**src/rtl/varredura_sensores_pressao_pkg.sv**
```systemverilog
// Shared constants, channel map and scan FSM states for the ventilation pressure front-end.
package pacote_ventilacao;

  localparam int unsigned NUM_SENSORES = 7;
  localparam int unsigned LARG_PRES    = 4;
  localparam int unsigned LARG_SEL     = 3;
  localparam int unsigned LARG_QUADRO  = LARG_PRES + 1;

  localparam logic [LARG_SEL-1:0] CANAL_SC    = 3'd0;
  localparam logic [LARG_SEL-1:0] CANAL_S1    = 3'd1;
  localparam logic [LARG_SEL-1:0] CANAL_S2    = 3'd2;
  localparam logic [LARG_SEL-1:0] CANAL_S3    = 3'd3;
  localparam logic [LARG_SEL-1:0] CANAL_TUBSR = 3'd4;
  localparam logic [LARG_SEL-1:0] CANAL_TUBSS = 3'd5;
  localparam logic [LARG_SEL-1:0] CANAL_REA   = 3'd6;

  localparam logic [LARG_PRES-1:0] VALOR_FALHA_PADRAO = 4'b0000;

  typedef enum logic [2:0] {
    OCIOSO,
    SELECIONA,
    AGUARDA,
    DESLOCA,
    VERIFICA,
    PROXIMO,
    COMMIT
  } estado_varredura_t;

endpackage

```
**src/rtl/varredura_sensores_pressao_receptor.sv**
```systemverilog
// One-frame serial receiver: generates sensSclk, shifts in 4 data bits plus even parity.
module receptor_serial_sensor
  import pacote_ventilacao::*;
#(
  parameter int unsigned DIV_SCLK = 4
) (
  input  logic                 clk,
  input  logic                 rst,
  input  logic                 inicia,
  input  logic                 dadoSinc,
  output logic                 sclk,
  output logic                 concluido,
  output logic [LARG_PRES-1:0] dado,
  output logic                 erroParidade
);

  localparam int unsigned LARG_DIV = $clog2(DIV_SCLK);

  logic                   ativo;
  logic [LARG_DIV-1:0]    divCnt;
  logic [2:0]             bitCnt;
  logic [LARG_QUADRO-1:0] desloc;

  // Each half-period lasts DIV_SCLK clocks; a bit is captured on the rising half and
  // the frame ends on the falling edge after the parity bit, leaving sclk low.
  always_ff @(posedge clk or posedge rst) begin
    if (rst) begin
      ativo        <= 1'b0;
      sclk         <= 1'b0;
      divCnt       <= '0;
      bitCnt       <= '0;
      desloc       <= '0;
      concluido    <= 1'b0;
      erroParidade <= 1'b0;
    end else begin
      concluido <= 1'b0;
      if (inicia) begin
        ativo  <= 1'b1;
        sclk   <= 1'b0;
        divCnt <= '0;
        bitCnt <= '0;
      end else if (ativo) begin
        if (divCnt == LARG_DIV'(DIV_SCLK - 1)) begin
          divCnt <= '0;
          sclk   <= ~sclk;
          if (!sclk) begin
            desloc <= {desloc[LARG_QUADRO-2:0], dadoSinc};
          end else if (bitCnt == 3'(LARG_PRES)) begin
            ativo        <= 1'b0;
            concluido    <= 1'b1;
            erroParidade <= ^desloc;
          end else begin
            bitCnt <= bitCnt + 3'd1;
          end
        end else begin
          divCnt <= divCnt + LARG_DIV'(1);
        end
      end
    end
  end

  assign dado = desloc[LARG_QUADRO-1:1];

endmodule

```
**src/rtl/varredura_sensores_pressao.sv**
```systemverilog
// Scans seven pressure sensors over a shared serial link and commits all readings atomically.
// Optional macro CONFIRMACAO_LEITURA_EN: a valid value commits only when two consecutive scans agree.
module varredura_sensores_pressao
  import pacote_ventilacao::*;
#(
  parameter int unsigned          DIV_SCLK       = 4,
  parameter int unsigned          TIMEOUT_CICLOS = 64,
  parameter logic [LARG_PRES-1:0] VALOR_FALHA    = VALOR_FALHA_PADRAO
) (
  input  logic                    clk,
  input  logic                    rst,
  input  logic                    habilita,
  output logic [LARG_SEL-1:0]     sensSel,
  output logic                    sensCs,
  output logic                    sensSclk,
  input  logic                    sensDado,
  input  logic                    sensPronto,
  output logic [LARG_PRES-1:0]    sensPresSC,
  output logic [LARG_PRES-1:0]    sensPresS1,
  output logic [LARG_PRES-1:0]    sensPresS2,
  output logic [LARG_PRES-1:0]    sensPresS3,
  output logic [LARG_PRES-1:0]    sensPresTubSR,
  output logic [LARG_PRES-1:0]    sensPresTubSS,
  output logic [LARG_PRES-1:0]    sensPresRea,
  output logic [NUM_SENSORES-1:0] falhaSensor,
  output logic                    varreduraPronta
);

  localparam int unsigned LARG_TMO = $clog2(TIMEOUT_CICLOS);

  estado_varredura_t estado, estadoProx;

  logic                                   dadoMeta, dadoSinc, prontoMeta, prontoSinc;
  logic [LARG_SEL-1:0]                    canal;
  logic [LARG_TMO-1:0]                    tmoCnt;
  logic                                   tmoFalha;
  logic                                   cs;
  logic                                   pronta;
  logic [NUM_SENSORES-1:0][LARG_PRES-1:0] sombra;
  logic [NUM_SENSORES-1:0]                sombraFalha;
  logic [NUM_SENSORES-1:0][LARG_PRES-1:0] pres;
  logic [NUM_SENSORES-1:0]                falhaReg;
  logic                                   iniciaRx_c;
  logic                                   rxConcluido;
  logic                                   rxErro;
  logic [LARG_PRES-1:0]                   rxDado;
  logic                                   quadroFalho;
`ifdef CONFIRMACAO_LEITURA_EN
  logic [NUM_SENSORES-1:0][LARG_PRES-1:0] quadroAnt;
  logic [NUM_SENSORES-1:0]                quadroAntOk;
`endif

  // Two-flop synchronizers for the asynchronous sensor lines
  always_ff @(posedge clk or posedge rst) begin
    if (rst) begin
      dadoMeta   <= 1'b0;
      dadoSinc   <= 1'b0;
      prontoMeta <= 1'b0;
      prontoSinc <= 1'b0;
    end else begin
      dadoMeta   <= sensDado;
      dadoSinc   <= dadoMeta;
      prontoMeta <= sensPronto;
      prontoSinc <= prontoMeta;
    end
  end

  receptor_serial_sensor #(.DIV_SCLK(DIV_SCLK)) uReceptor (
    .clk          (clk),
    .rst          (rst),
    .inicia       (iniciaRx_c),
    .dadoSinc     (dadoSinc),
    .sclk         (sensSclk),
    .concluido    (rxConcluido),
    .dado         (rxDado),
    .erroParidade (rxErro)
  );

  always_ff @(posedge clk or posedge rst) begin
    if (rst) estado <= OCIOSO;
    else     estado <= estadoProx;
  end

  always_comb begin
    estadoProx = estado;
    iniciaRx_c = 1'b0;
    unique case (estado)
      OCIOSO:    if (habilita) estadoProx = SELECIONA;
      SELECIONA: estadoProx = AGUARDA;
      AGUARDA: begin
        if (prontoSinc) begin
          iniciaRx_c = 1'b1;
          estadoProx = DESLOCA;
        end else if (tmoCnt == LARG_TMO'(TIMEOUT_CICLOS - 1)) begin
          estadoProx = VERIFICA;
        end
      end
      DESLOCA:   if (rxConcluido) estadoProx = VERIFICA;
      VERIFICA:  estadoProx = PROXIMO;
      PROXIMO:   estadoProx = (canal < 3'(NUM_SENSORES - 1)) ? SELECIONA : COMMIT;
      COMMIT:    estadoProx = habilita ? SELECIONA : OCIOSO;
      default:   estadoProx = OCIOSO;
    endcase
  end

  assign quadroFalho = tmoFalha | rxErro;

  // Datapath: timeout tracking, per-channel shadow update and atomic commit
  always_ff @(posedge clk or posedge rst) begin
    if (rst) begin
      canal       <= '0;
      tmoCnt      <= '0;
      tmoFalha    <= 1'b0;
      cs          <= 1'b0;
      pronta      <= 1'b0;
      sombra      <= {NUM_SENSORES{VALOR_FALHA}};
      sombraFalha <= '1;
      pres        <= {NUM_SENSORES{VALOR_FALHA}};
      falhaReg    <= '1;
`ifdef CONFIRMACAO_LEITURA_EN
      quadroAnt   <= '0;
      quadroAntOk <= '0;
`endif
    end else begin
      cs     <= (estadoProx == SELECIONA) || (estadoProx == AGUARDA) || (estadoProx == DESLOCA);
      pronta <= (estado == COMMIT);
      case (estado)
        SELECIONA: begin
          tmoCnt   <= '0;
          tmoFalha <= 1'b0;
        end
        AGUARDA: begin
          if (!prontoSinc) begin
            if (tmoCnt == LARG_TMO'(TIMEOUT_CICLOS - 1)) tmoFalha <= 1'b1;
            else                                         tmoCnt   <= tmoCnt + LARG_TMO'(1);
          end
        end
        VERIFICA: begin
          if (quadroFalho) begin
            sombra[canal]      <= VALOR_FALHA;
            sombraFalha[canal] <= 1'b1;
`ifdef CONFIRMACAO_LEITURA_EN
            quadroAntOk[canal] <= 1'b0;
`endif
          end else begin
            sombraFalha[canal] <= 1'b0;
`ifdef CONFIRMACAO_LEITURA_EN
            // Unconfirmed values leave the shadow at the last committed reading
            if (quadroAntOk[canal] && (quadroAnt[canal] == rxDado)) sombra[canal] <= rxDado;
            quadroAnt[canal]   <= rxDado;
            quadroAntOk[canal] <= 1'b1;
`else
            sombra[canal] <= rxDado;
`endif
          end
        end
        PROXIMO: begin
          if (canal < 3'(NUM_SENSORES - 1)) canal <= canal + 3'd1;
        end
        COMMIT: begin
          pres     <= sombra;
          falhaReg <= sombraFalha;
          canal    <= '0;
        end
        default: ;
      endcase
    end
  end

  assign sensSel         = canal;
  assign sensCs          = cs;
  assign varreduraPronta = pronta;
  assign falhaSensor     = falhaReg;
  assign sensPresSC      = pres[CANAL_SC];
  assign sensPresS1      = pres[CANAL_S1];
  assign sensPresS2      = pres[CANAL_S2];
  assign sensPresS3      = pres[CANAL_S3];
  assign sensPresTubSR   = pres[CANAL_TUBSR];
  assign sensPresTubSS   = pres[CANAL_TUBSS];
  assign sensPresRea     = pres[CANAL_REA];

endmodule

```
**config.mk**
```make
export PLATFORM = sky130hd
export DESIGN_NAME = varredura_sensores_pressao
export DESIGN_NICKNAME = d
export VERILOG_FILES = /design/src/rtl/varredura_sensores_pressao_pkg.sv /design/src/rtl/varredura_sensores_pressao_receptor.sv /design/src/rtl/varredura_sensores_pressao.sv
export SDC_FILE = /design/constraint.sdc
export NUM_CORES = 1
export LEC_CHECK = 0
export CAP_MARGIN = 20
export CORE_MARGIN = 5
export CORE_UTILIZATION = 56
export CTS_BUF_LIST = sky130_fd_sc_hd__clkbuf_8
export CTS_CLUSTER_SIZE = 40
export DETAILED_ROUTE_END_ITERATION = 8
export GPL_ROUTABILITY_DRIVEN = 0
export GPL_TIMING_DRIVEN = 0
export PLACE_DENSITY = 0.79
export SETUP_SLACK_MARGIN = 0.05
export SYNTH_ARGS = -nofsm -noshare
export SYNTH_HDL_FRONTEND = slang
export SYNTH_SLANG_ARGS = --single-unit
```
**constraint.sdc**
```tcl
create_clock -name clk -period 4.5 [get_ports clk]
set_input_delay 1.35 -clock clk [delete_from_list [all_inputs] [get_ports clk]]
set_output_delay 1.35 -clock clk [all_outputs]
set_load 0.01 [all_outputs]
```
==> impl_metrics.csv, run 1 <==
group,metric,value,unit
clock_network,clock-sinks,103,
worst_setup_path,cp_top_family,"flip-flops",
worst_setup_path,r2r-end,"sombra[25]$_DFFE_PP0P_",
worst_hold_path,hold_class,"reg2reg",
routing,drt_wl_total,8057,µm
global_route,grt_max_degree,57,
synthesis,syn_nets,405,
placement,dp_slack,1.786,ns
synthesis,yosysSeqAreaShare,0.5914,
clock_network,clk_pin_slew,0.11,ns
die,start_util,0.5708,
timing,setup_viol,0,
worst_setup_path,crit_type,"reg2out",
timing,whs,0.3580,ns
worst_setup_path,start_kind,"register",
worst_setup_path,reg2reg_slack,2.76,ns
synthesis,yosysWarnings,0,
power_and_ir_drop,power_density,401.6,nW/µm²
placement,dp_hpwl,5814,µm
run_status,outcome,"completed",
synthesis,async_flop_share,1.000,
timing,hold_viol_final,0,
timing,rsz0062_at_grt,"no",
synthesis,synth.area.top_cells,"dfrtp_1 (51%), mux2_2 (9.8%), nand2_1 (9.8%)",
layout,syn_to_final_growth,18.19,%
run,maxCapViolations,0,
clock_network,cts_buffers,9,
timing,layout_setup_ws,1.681,ns
die,io_pins,46,
worst_setup_path,arrival,1.47,ns
timing,max_slew_margin,0.5456,
clock_network,clk_latency,0.37,ns
die,dieArea,9706,µm²
timing,worstMarginPinSlew,0.6816,ns
die,fp.dieW,98.52,µm
synthesis,syn_inst,395,
synthesis,synth_area_per_cell,11.11,µm²
layout,drive_gt1_frac,0.2079,
synthesis,synth_edf_count,0,
synthesis,yosysTopAreaCell,"dfrtp_1",
die,die_y,98.52,µm
synthesis,ys_ff_latch,103,
clock_network,cts_max_level,3,
timing,min_period,2.819,ns
global_route,grt_pass1_vias,2974,
worst_setup_path,crit_path_max_incr_delay,0.56,ns
synthesis,netlist.area_leader.share,0.5076,
placement,port_buffers,45,
timing,max_freq,0.3548,GHz
clock_network,cts_tree,"done",
worst_setup_path,crit_chain,"clkdlybuf4s50_1",
layout,nets,462,
worst_setup_path,crit_start,"falhaSensor[2]$_DFFE_PP1N_",
clock_network,clockBufferDepth,2,
placement,dp.cells,543,
worst_setup_path,cp_max_fo,2,
layout,antenna_cells,0,
routing,postRouteAntennaNets,0,
clock_network,root_buffer,"clkbuf_8",
clock_network,ctsResizeCount,0,
synthesis,ys.flop_type,"dfrtp_1",
power_and_ir_drop,irDropWorstVdd,0.2406,mV
worst_setup_path,endpoint_kind,"output pin",
timing,skew,0.01782,ns
worst_setup_path,crit_path_end,"falhaSensor[2]",
routing,vias_per_cell,5.333,
power_and_ir_drop,p_leak,0.002507,µW
routing,wire_per_inst,14.41,µm
routing,drc,0,
timing,drv_slew,0,
routing,drtIter0Drc,96,
routing,drt_pre_antenna_iters,6,
worst_setup_path,cp.depth,1,
worst_setup_path,slowest_stage,"dfstp_2",
layout,final_cell_mix,"nand2_1 (114), dfrtp_1 (89), clkdlybuf4s50_1 (45)",
worst_setup_path,crit_required,3.15,ns
synthesis,synthesis.area,4388,µm²
worst_setup_path,r2r_start,"sensSel[0]$_DFFE_PP0P_",
worst_setup_path,r2r.worst_path.cells,4,
layout,layoutNonFillerInstCount,559,
worst_setup_path,path_buf_inv,1,
global_route,grtUsageTotal,0.1765,
clock_network,cts_hold_buf,0,
layout,layout_commonest_cell,"nand2_1",
global_route,grt_pass1_wl,13920,µm
routing,num_vias,2981,
global_route,antenna_found_initial,0,
timing,period_share,0.6264,
global_route,grt-ovfl-total,0,
die,core_area,7687,µm²
clock_network,cts_setup_buffers,0,
die,num_rows,32,
synthesis,synth_cell_types,52,
-- sequential cells by signal, indices dropped and copies added (netlist names), 2 cells and up, named ones only --
name	count
sombra	28
falhaSensor	7
tmoCnt	6
uReceptor.desloc	5
sensPresRea	4
sensPresS1	4
sensPresS2	4
sensPresS3	4
sensPresSC	4
sensPresTubSR	4
sensPresTubSS	4
estado	3
sensSel	3
uReceptor.bitCnt	3
uReceptor.divCnt	2
-- routing by layer --
layer / vias to the layer above / share of wire / track usage
met4: 0 / 0.013 / 0.05147
met2: 64 / 0.49 / 0.2949
met1: 1465 / 0.46 / 0.2317
li1: 1439 / - / -
met5: - / 0 / 0
met3: 13 / 0.046 / 0.04105
-- logic make-up (layout without fill, tap and decap cells) --
| logic type | after synthesis | count (layout) | share of synthesized area |
|---|---|---|---|
| simple gates | 169 | 169 | 0.1725 |
| flops | 103 | 103 | 0.5914 |
| mux | 48 | 48 | 0.1249 |
| compound gates | 37 | 37 | 0.05646 |
| buf+inv | 26 | 88 | 0.02652 |
| xor+xnor | 7 | 7 | 0.01397 |
| fa+ha+maj | 5 | 5 | 0.01426 |
-- power by group --
part	total [µW]	switching (µW)	internal (µW)
sequential	1060	67.8	997
clock	550	338	211
combinational	468	260	208
total	2080	666	1420
-- metrics by stage --
stage | utilization | TNS, ns | total power, µW | cell area (µm²)
2_1_floorplan | - | 0 | 1419 | 4388
3_3_place_gp | 0.6460 | -78.32 | 1526 | 4966
3_5_place_dp | 0.6499 | 0 | 1555 | 4996
4_1_cts | 0.6746 | 0 | 2102 | 5186
5_1_grt | 0.6746 | 0 | 2198 | 5186
6_report | 0.6746 | 0 | 2083 | 5186
-- synth_stat cells (all sizes together) (2+ instances only) --
master  instances
nand2         114
clkbuf          7
inv             8
and2            5
a211oi          2
nor3            2
nand3b          3
or2             5
xnor2           5
nor2b           3
xor2            2
nand4b          2
o21ai          11
nand3           7
a22o            3
mux2           42
nand2b          6
ha              5
a21oi           8
mux2i           6
buf            10
a2111o          2
dfrtp          89
dfstp          14
nor2           16
-- worst min-delay path by stage --
stage,start,to,depth (start not counted)
finish,dadoMeta$_DFF_PP0_,dadoSinc$_DFF_PP0_,0
global route,prontoMeta$_DFF_PP0_,prontoSinc$_DFF_PP0_,0
detailed placement,dadoMeta$_DFF_PP0_,dadoSinc$_DFF_PP0_,0
CTS,dadoMeta$_DFF_PP0_,dadoSinc$_DFF_PP0_,0
floorplan,dadoMeta$_DFF_PP0_,dadoSinc$_DFF_PP0_,0
global placement,prontoMeta$_DFF_PP0_,prontoSinc$_DFF_PP0_,0
-- area by class of cell --
| class | count | area, µm² |
|---|---|---|
| Timing Repair Buffer | 46 | 478.0 |
| Clock buffer | 9 | 123.9 |
| Sequential cell | 103 | 2595 |
| Multi-Input combinational cell | 266 | 1677 |
| Tap cell | 102 | 127.6 |
| Fill cell | 605 | 2501 |
| Inverter | 9 | 36.28 |
| Clock inverter | 7 | 66.31 |
| Buffer | 17 | 82.58 |
(Power assumes the default switching activity.)
==> run 2, diff against run 1 <==
--- a/config.mk
+++ b/config.mk
@@ -7,13 +7,13 @@
 export LEC_CHECK = 0
 export CAP_MARGIN = 20
 export CORE_MARGIN = 5
-export CORE_UTILIZATION = 56
+export CORE_UTILIZATION = 53
 export CTS_BUF_LIST = sky130_fd_sc_hd__clkbuf_8
 export CTS_CLUSTER_SIZE = 40
 export DETAILED_ROUTE_END_ITERATION = 8
 export GPL_ROUTABILITY_DRIVEN = 0
 export GPL_TIMING_DRIVEN = 0
-export PLACE_DENSITY = 0.79
+export PLACE_DENSITY = 0.78
 export SETUP_SLACK_MARGIN = 0.05
 export SYNTH_ARGS = -nofsm -noshare
 export SYNTH_HDL_FRONTEND = slang
==> constraint.sdc (replaced) <==
create_clock -name clk -period 2.55 [get_ports clk]
set_input_delay 0.765 -clock clk [delete_from_list [all_inputs] [get_ports clk]]
set_output_delay 0.765 -clock clk [all_outputs]
set_load 0.01 [all_outputs]
==> run 2 against run 1 <==
Net effect: total power rose by 80%; critical endpoint is now falhaSensor[6]; worst setup slack got worse by 1.4 ns; sequential share of layout area fell by 0.36 points; clock-buffer cell count did not move; highest routed layer unchanged; combinational power rose by 79%.
==> impl_metrics.csv, run 2 (synthesized netlist as in run 1, its figures left out) <==
group,metric,value,unit
timing,drv_slew,0,
die,dieArea,10200,µm²
layout,drive_gt1_frac,0.2096,
layout,syn_to_final_growth,19.05,%
layout,regArea,2595,µm²
timing,max_slew_margin,0.6390,
clock_network,root_buffer,"clkbuf_8",
die,die_y,101.0,µm
clock_network,clockBufferDepth,2,
layout,fillCellCount,667,
worst_setup_path,reg2reg_slack,0.81,ns
global_route,grt_pass1_wl,14230,µm
worst_setup_path,crit_chain,"clkdlybuf4s50_1",
power_and_ir_drop,finalPower,3745,µW
routing,num_vias,2941,
timing,tns,0,ns
timing,layout_setup_ws,0.2952,ns
die,start_util,0.5395,
die,fp.dieW,101.0,µm
power_and_ir_drop,irDropWorstVdd,0.5543,mV
layout,regMostFlops,"sombra",
layout,largest_reg_flops,28,
clock_network,cts_max_level,3,
worst_hold_path,min_path_cells,0,
worst_setup_path,crit_type,"reg2out",
layout,antenna_cells,0,
timing,min_period,2.255,ns
worst_setup_path,crit_required,1.79,ns
die,num_rows,33,
worst_hold_path,hold_class,"reg2reg",
global_route,antenna_found_initial,0,
placement,dp_slack,0.4592,ns
run,maxCapViolations,0,
worst_setup_path,start_kind,"register",
global_route,grtUsageTotal,0.1764,
die,io_pins,46,
layout,final_util,0.6422,
worst_setup_path,slowest_stage,"dfstp_2",
worst_setup_path,endpoint_kind,"output pin",
routing,drt_wl_total,8293,µm
worst_hold_path,whs_endpoint,"prontoSinc$_DFF_PP0_",
timing,rsz0062_at_grt,"no",
routing,wire_per_inst,14.73,µm
clock_network,clk_pin_slew,0.11,ns
layout,final_cell_mix,"nand2_1 (114), dfrtp_1 (89), clkdlybuf4s50_1 (45)",
worst_setup_path,r2r.worst_path.cells,5,
routing,drt_pre_antenna_iters,4,
worst_hold_path,hold_start,"prontoMeta$_DFF_PP0_",
global_route,grt-ovfl-total,0,
clock_network,clock-sinks,103,
clock_network,ctsResizeCount,0,
worst_setup_path,r2r-end,"sombra[26]$_DFFE_PP0P_",
worst_setup_path,path_buf_inv,1,
placement,port_buffers,45,
timing,skew,0.01540,ns
routing,vias_per_cell,5.224,
routing,drtIter0Drc,104,
worst_setup_path,arrival,1.49,ns
timing,setup_viol,0,
power_and_ir_drop,p_leak,0.002524,µW
routing,drc,0,
layout,layout_commonest_cell,"nand2_1",
worst_setup_path,r2r_start,"sensSel[1]$_DFFE_PP0P_",
die,core_area,8134,µm²
clock_network,cts_setup_buffers,0,
routing,postRouteAntennaNets,0,
run_status,outcome,"completed",
timing,period_share,0.8842,
placement,dp_hpwl,5982,µm
worst_setup_path,cp_max_fo,2,
timing,worstMarginPinSlew,0.5278,ns
worst_setup_path,crit_path_max_incr_delay,0.56,ns
timing,max_freq,0.4435,GHz
global_route,grt_max_degree,46,
layout,nets,463,
worst_setup_path,cp_top_family,"flip-flops",
power_and_ir_drop,power_density,717.0,nW/µm²
clock_network,clk_latency,0.38,ns
clock_network,cts_tree,"done",
layout,multiInputGateArea,1677,µm²
timing,hold_viol_final,0,
clock_network,cts_hold_buf,0,
global_route,grt_pass1_vias,3004,
clock_network,cts_buffers,9,
==> run 2: per-stage QoR <==
step | hold WS (ns) | area (µm²) | std cells
detailed placement | 0.3347 | 5014 | 547
global placement | 0.3327 | 4974 | 545
finish | 0.3600 | 5224 | 563
floorplan | 0.3312 | 4392 | 395
global route | 0.3801 | 5224 | 563
CTS | 0.3605 | 5224 | 563
==> run 2: routing by layer <==
metal  routed length [µm]  global-route usage  share of wire  vias to the layer above
met3                  334             0.03114          0.040                        7
met5                    0                   0              0                        -
met1                 3721              0.2257           0.45                     1444
met4                   72             0.06544         0.0087                        0
li1                     -                   -              -                     1443
met2                 4165              0.3003           0.50                       47
==> run 2: layout make-up <==
class                      instances  area share
sequential                       103      0.4968
multi-input combinational        266      0.3210
timing repair buffer              47     0.09389
tap                              105     0.02515
clock buffer                       9     0.02371
clock inverter                     7     0.01653
buffer                            17     0.01581
inverter                           9    0.007186
==> run 2: how the worst max path moves through the flow <==
stage,to,cells after the start,from,slack [ns]
final,falhaSensor[6],1,falhaSensor[6]$_DFFE_PP1N_,0.30
after global routing,falhaSensor[6],1,falhaSensor[6]$_DFFE_PP1N_,0.25
after CTS,falhaSensor[4],1,falhaSensor[4]$_DFFE_PP1N_,0.30
after detailed placement,sensCs$_DFF_PP0_,5,habilita,0.46
after global placement,dadoMeta$_DFF_PP0_,2,rst,-0.39
after floorplan,dadoMeta$_DFF_PP0_,1,rst,0.56
==> run 2: power by group <==
part / switching [µW] / total, µW / internal [µW] / leakage, µW
clock network: 639 / 1040 / 397 / 0.000105
registers: 114 / 1870 / 1760 / 0.00135
logic: 465 / 836 / 371 / 0.00107
==> run 3, diff against run 2 <==
--- a/config.mk
+++ b/config.mk
@@ -7,14 +7,14 @@
 export LEC_CHECK = 0
 export CAP_MARGIN = 20
 export CORE_MARGIN = 5
-export CORE_UTILIZATION = 53
-export CTS_BUF_LIST = sky130_fd_sc_hd__clkbuf_8
+export CORE_UTILIZATION = 51
 export CTS_CLUSTER_SIZE = 40
 export DETAILED_ROUTE_END_ITERATION = 8
 export GPL_ROUTABILITY_DRIVEN = 0
 export GPL_TIMING_DRIVEN = 0
-export PLACE_DENSITY = 0.78
+export PLACE_DENSITY = 0.76
 export SETUP_SLACK_MARGIN = 0.05
+export SLEW_MARGIN = 20
 export SYNTH_ARGS = -nofsm -noshare
 export SYNTH_HDL_FRONTEND = slang
 export SYNTH_SLANG_ARGS = --single-unit
==> run 3 against run 2 <==
Net effect: sequential power barely moved; first-iteration DRC count is 9.6% lower; sequential share of layout area fell by 0.12 points; maximum frequency grew 0.99%; worst setup slack improved by 0.022 ns; via count down 0.82%.
==> impl_metrics.csv, run 3 (synthesized netlist as in run 1, its figures left out) <==
group,metric,value,unit
layout,drive_gt1_frac,0.2092,
power_and_ir_drop,p_int,2603,µW
global_route,grt_max_degree,36,
die,core_area,8299,µm²
timing,max_freq,0.4479,GHz
die,fp.dieW,102.8,µm
timing,rsz0062_at_grt,"no",
clock_network,cts_tree,"done",
power_and_ir_drop,p_leak,0.002528,µW
clock_network,ctsResizeCount,0,
worst_setup_path,crit_type,"reg2out",
timing,drv_slew,0,
clock_network,cts_max_level,3,
worst_setup_path,endpoint_kind,"output pin",
power_and_ir_drop,finalPower,3760,µW
timing,whs,0.3553,ns
layout,syn_to_final_growth,19.33,%
power_and_ir_drop,comb_power_share,0.225,
routing,num_vias,2917,
timing,worstMarginPinSlew,0.5641,ns
placement,post_dp_cell_area,5034,µm²
clock_network,clock-sinks,103,
clock_network,clk_latency,0.37,ns
layout,antenna_cells,0,
clock_network,cts_buffers,9,
routing,drtIter0Drc,94,
timing,skew,0.01215,ns
layout,final_cell_mix,"nand2_1 (114), dfrtp_1 (89), clkdlybuf4s50_1 (45)",
layout,regMostFlops,"sombra",
timing,tns,0,ns
die,dieArea,10560,µm²
timing,max_slew_margin,0.6142,
routing,vias_per_cell,5.172,
worst_setup_path,crit_required,1.79,ns
power_and_ir_drop,p_sw_frac,0.3078,
worst_setup_path,cp_max_fo,2,
layout,nets,464,
timing,min_period,2.233,ns
layout,final_util,0.6309,
clock_network,cts_setup_buffers,0,
run_status,outcome,"completed",
routing,drc,0,
worst_setup_path,arrival,1.47,ns
layout,fillCellCount,664,
die,die_y,102.8,µm
worst_setup_path,crit_path_max_incr_delay,0.57,ns
global_route,grt_pass1_wl,14650,µm
die,start_util,0.5287,
worst_setup_path,cp_top_family,"flip-flops",
worst_setup_path,start_kind,"register",
layout,largest_reg_flops,28,
global_route,grt_pass1_vias,3052,
run,maxCapViolations,0,
clock_network,clockBufferDepth,2,
worst_setup_path,path_buf_inv,1,
routing,wire_per_inst,14.76,µm
power_and_ir_drop,irDropWorstVdd,0.6475,mV
timing,hold_viol_final,0,
die,io_pins,46,
clock_network,cts_hold_buf,0,
worst_setup_path,crit_chain,"clkdlybuf4s50_1",
routing,postRouteAntennaNets,0,
layout,multiInputGateArea,1677,µm²
layout,layout_commonest_cell,"nand2_1",
layout,regArea,2595,µm²
power_and_ir_drop,power_density,718.1,nW/µm²
die,num_rows,33,
routing,drt_pre_antenna_iters,4,
placement,dp_hpwl,6053,µm
layout,fin_area,5236,µm²
global_route,antenna_found_initial,0,
worst_hold_path,hold_class,"reg2reg",
timing,period_share,0.8756,
global_route,grtUsageTotal,0.1754,
global_route,grt-ovfl-total,0,
power_and_ir_drop,pwr-share-seq,0.499,
worst_setup_path,slowest_stage,"dfstp_2",
timing,setup_viol,0,
power_and_ir_drop,clkPwrFrac,0.277,
placement,port_buffers,45,
clock_network,root_buffer,"clkbuf_8",
power_and_ir_drop,p_sw,1157,µW
routing,drt_wl_total,8325,µm
clock_network,clk_pin_slew,0.10,ns
## run 3: area by class of cell
type,count,area share
Buffer,17,0.01577
Clock buffer,10,0.02437
Clock inverter,6,0.01434
Inverter,9,0.007168
Multi-Input combinational cell,266,0.3202
Sequential cell,103,0.4956
Tap cell,105,0.02509
Timing Repair Buffer,48,0.09749
## run 3: power groups by stage
stage	sequential, µW	clock, µW	combinational (µW)
2_1_floorplan	1890	0	615
3_3_place_gp	1900	0	797
3_5_place_dp	1910	0	844
4_1_cts	1880	1070	852
5_1_grt	1900	1130	950
6_report	1870	1040	845
## run 3: per-stage QoR
| step | std cells | setup WS [ns] |
|---|---|---|
| final | 564 | 0.3172 |
| after global routing | 564 | 0.2694 |
| after CTS | 564 | 0.3012 |
| after detailed placement | 548 | 0.4543 |
| after global placement | 545 | -0.4064 |
| after floorplan | 395 | 0.5649 |
## run 3: worst paths after layout
path / startpoint / to / slack [ns] / depth (start not counted)
hold reg to reg: dadoMeta$_DFF_PP0_ / dadoSinc$_DFF_PP0_ / 0.36 / 0
hold / removal: dadoMeta$_DFF_PP0_ / dadoSinc$_DFF_PP0_ / 0.36 / 0
min in group asynchronous: rst / sensPresS2[2]$_DFFE_PP0N_ / 0.68 / 2
setup reg to reg: sensSel[0]$_DFFE_PP0P_ / sombra[26]$_DFFE_PP0P_ / 0.81 / 4
setup / recovery: falhaSensor[6]$_DFFE_PP1N_ / falhaSensor[6] / 0.32 / 1
max in group asynchronous: rst / falhaSensor[3]$_DFFE_PP1N_ / 0.89 / 5
## run 3: per-layer routing
layer / GRT usage / vias up / wire length [µm]
met3: 0.03586 / 6 / 306
met4: 0.04283 / 0 / 43
met1: 0.2338 / 1438 / 3815
met5: 0 / - / 0
met2: 0.2964 / 45 / 4159
li1: - / 1428 / -
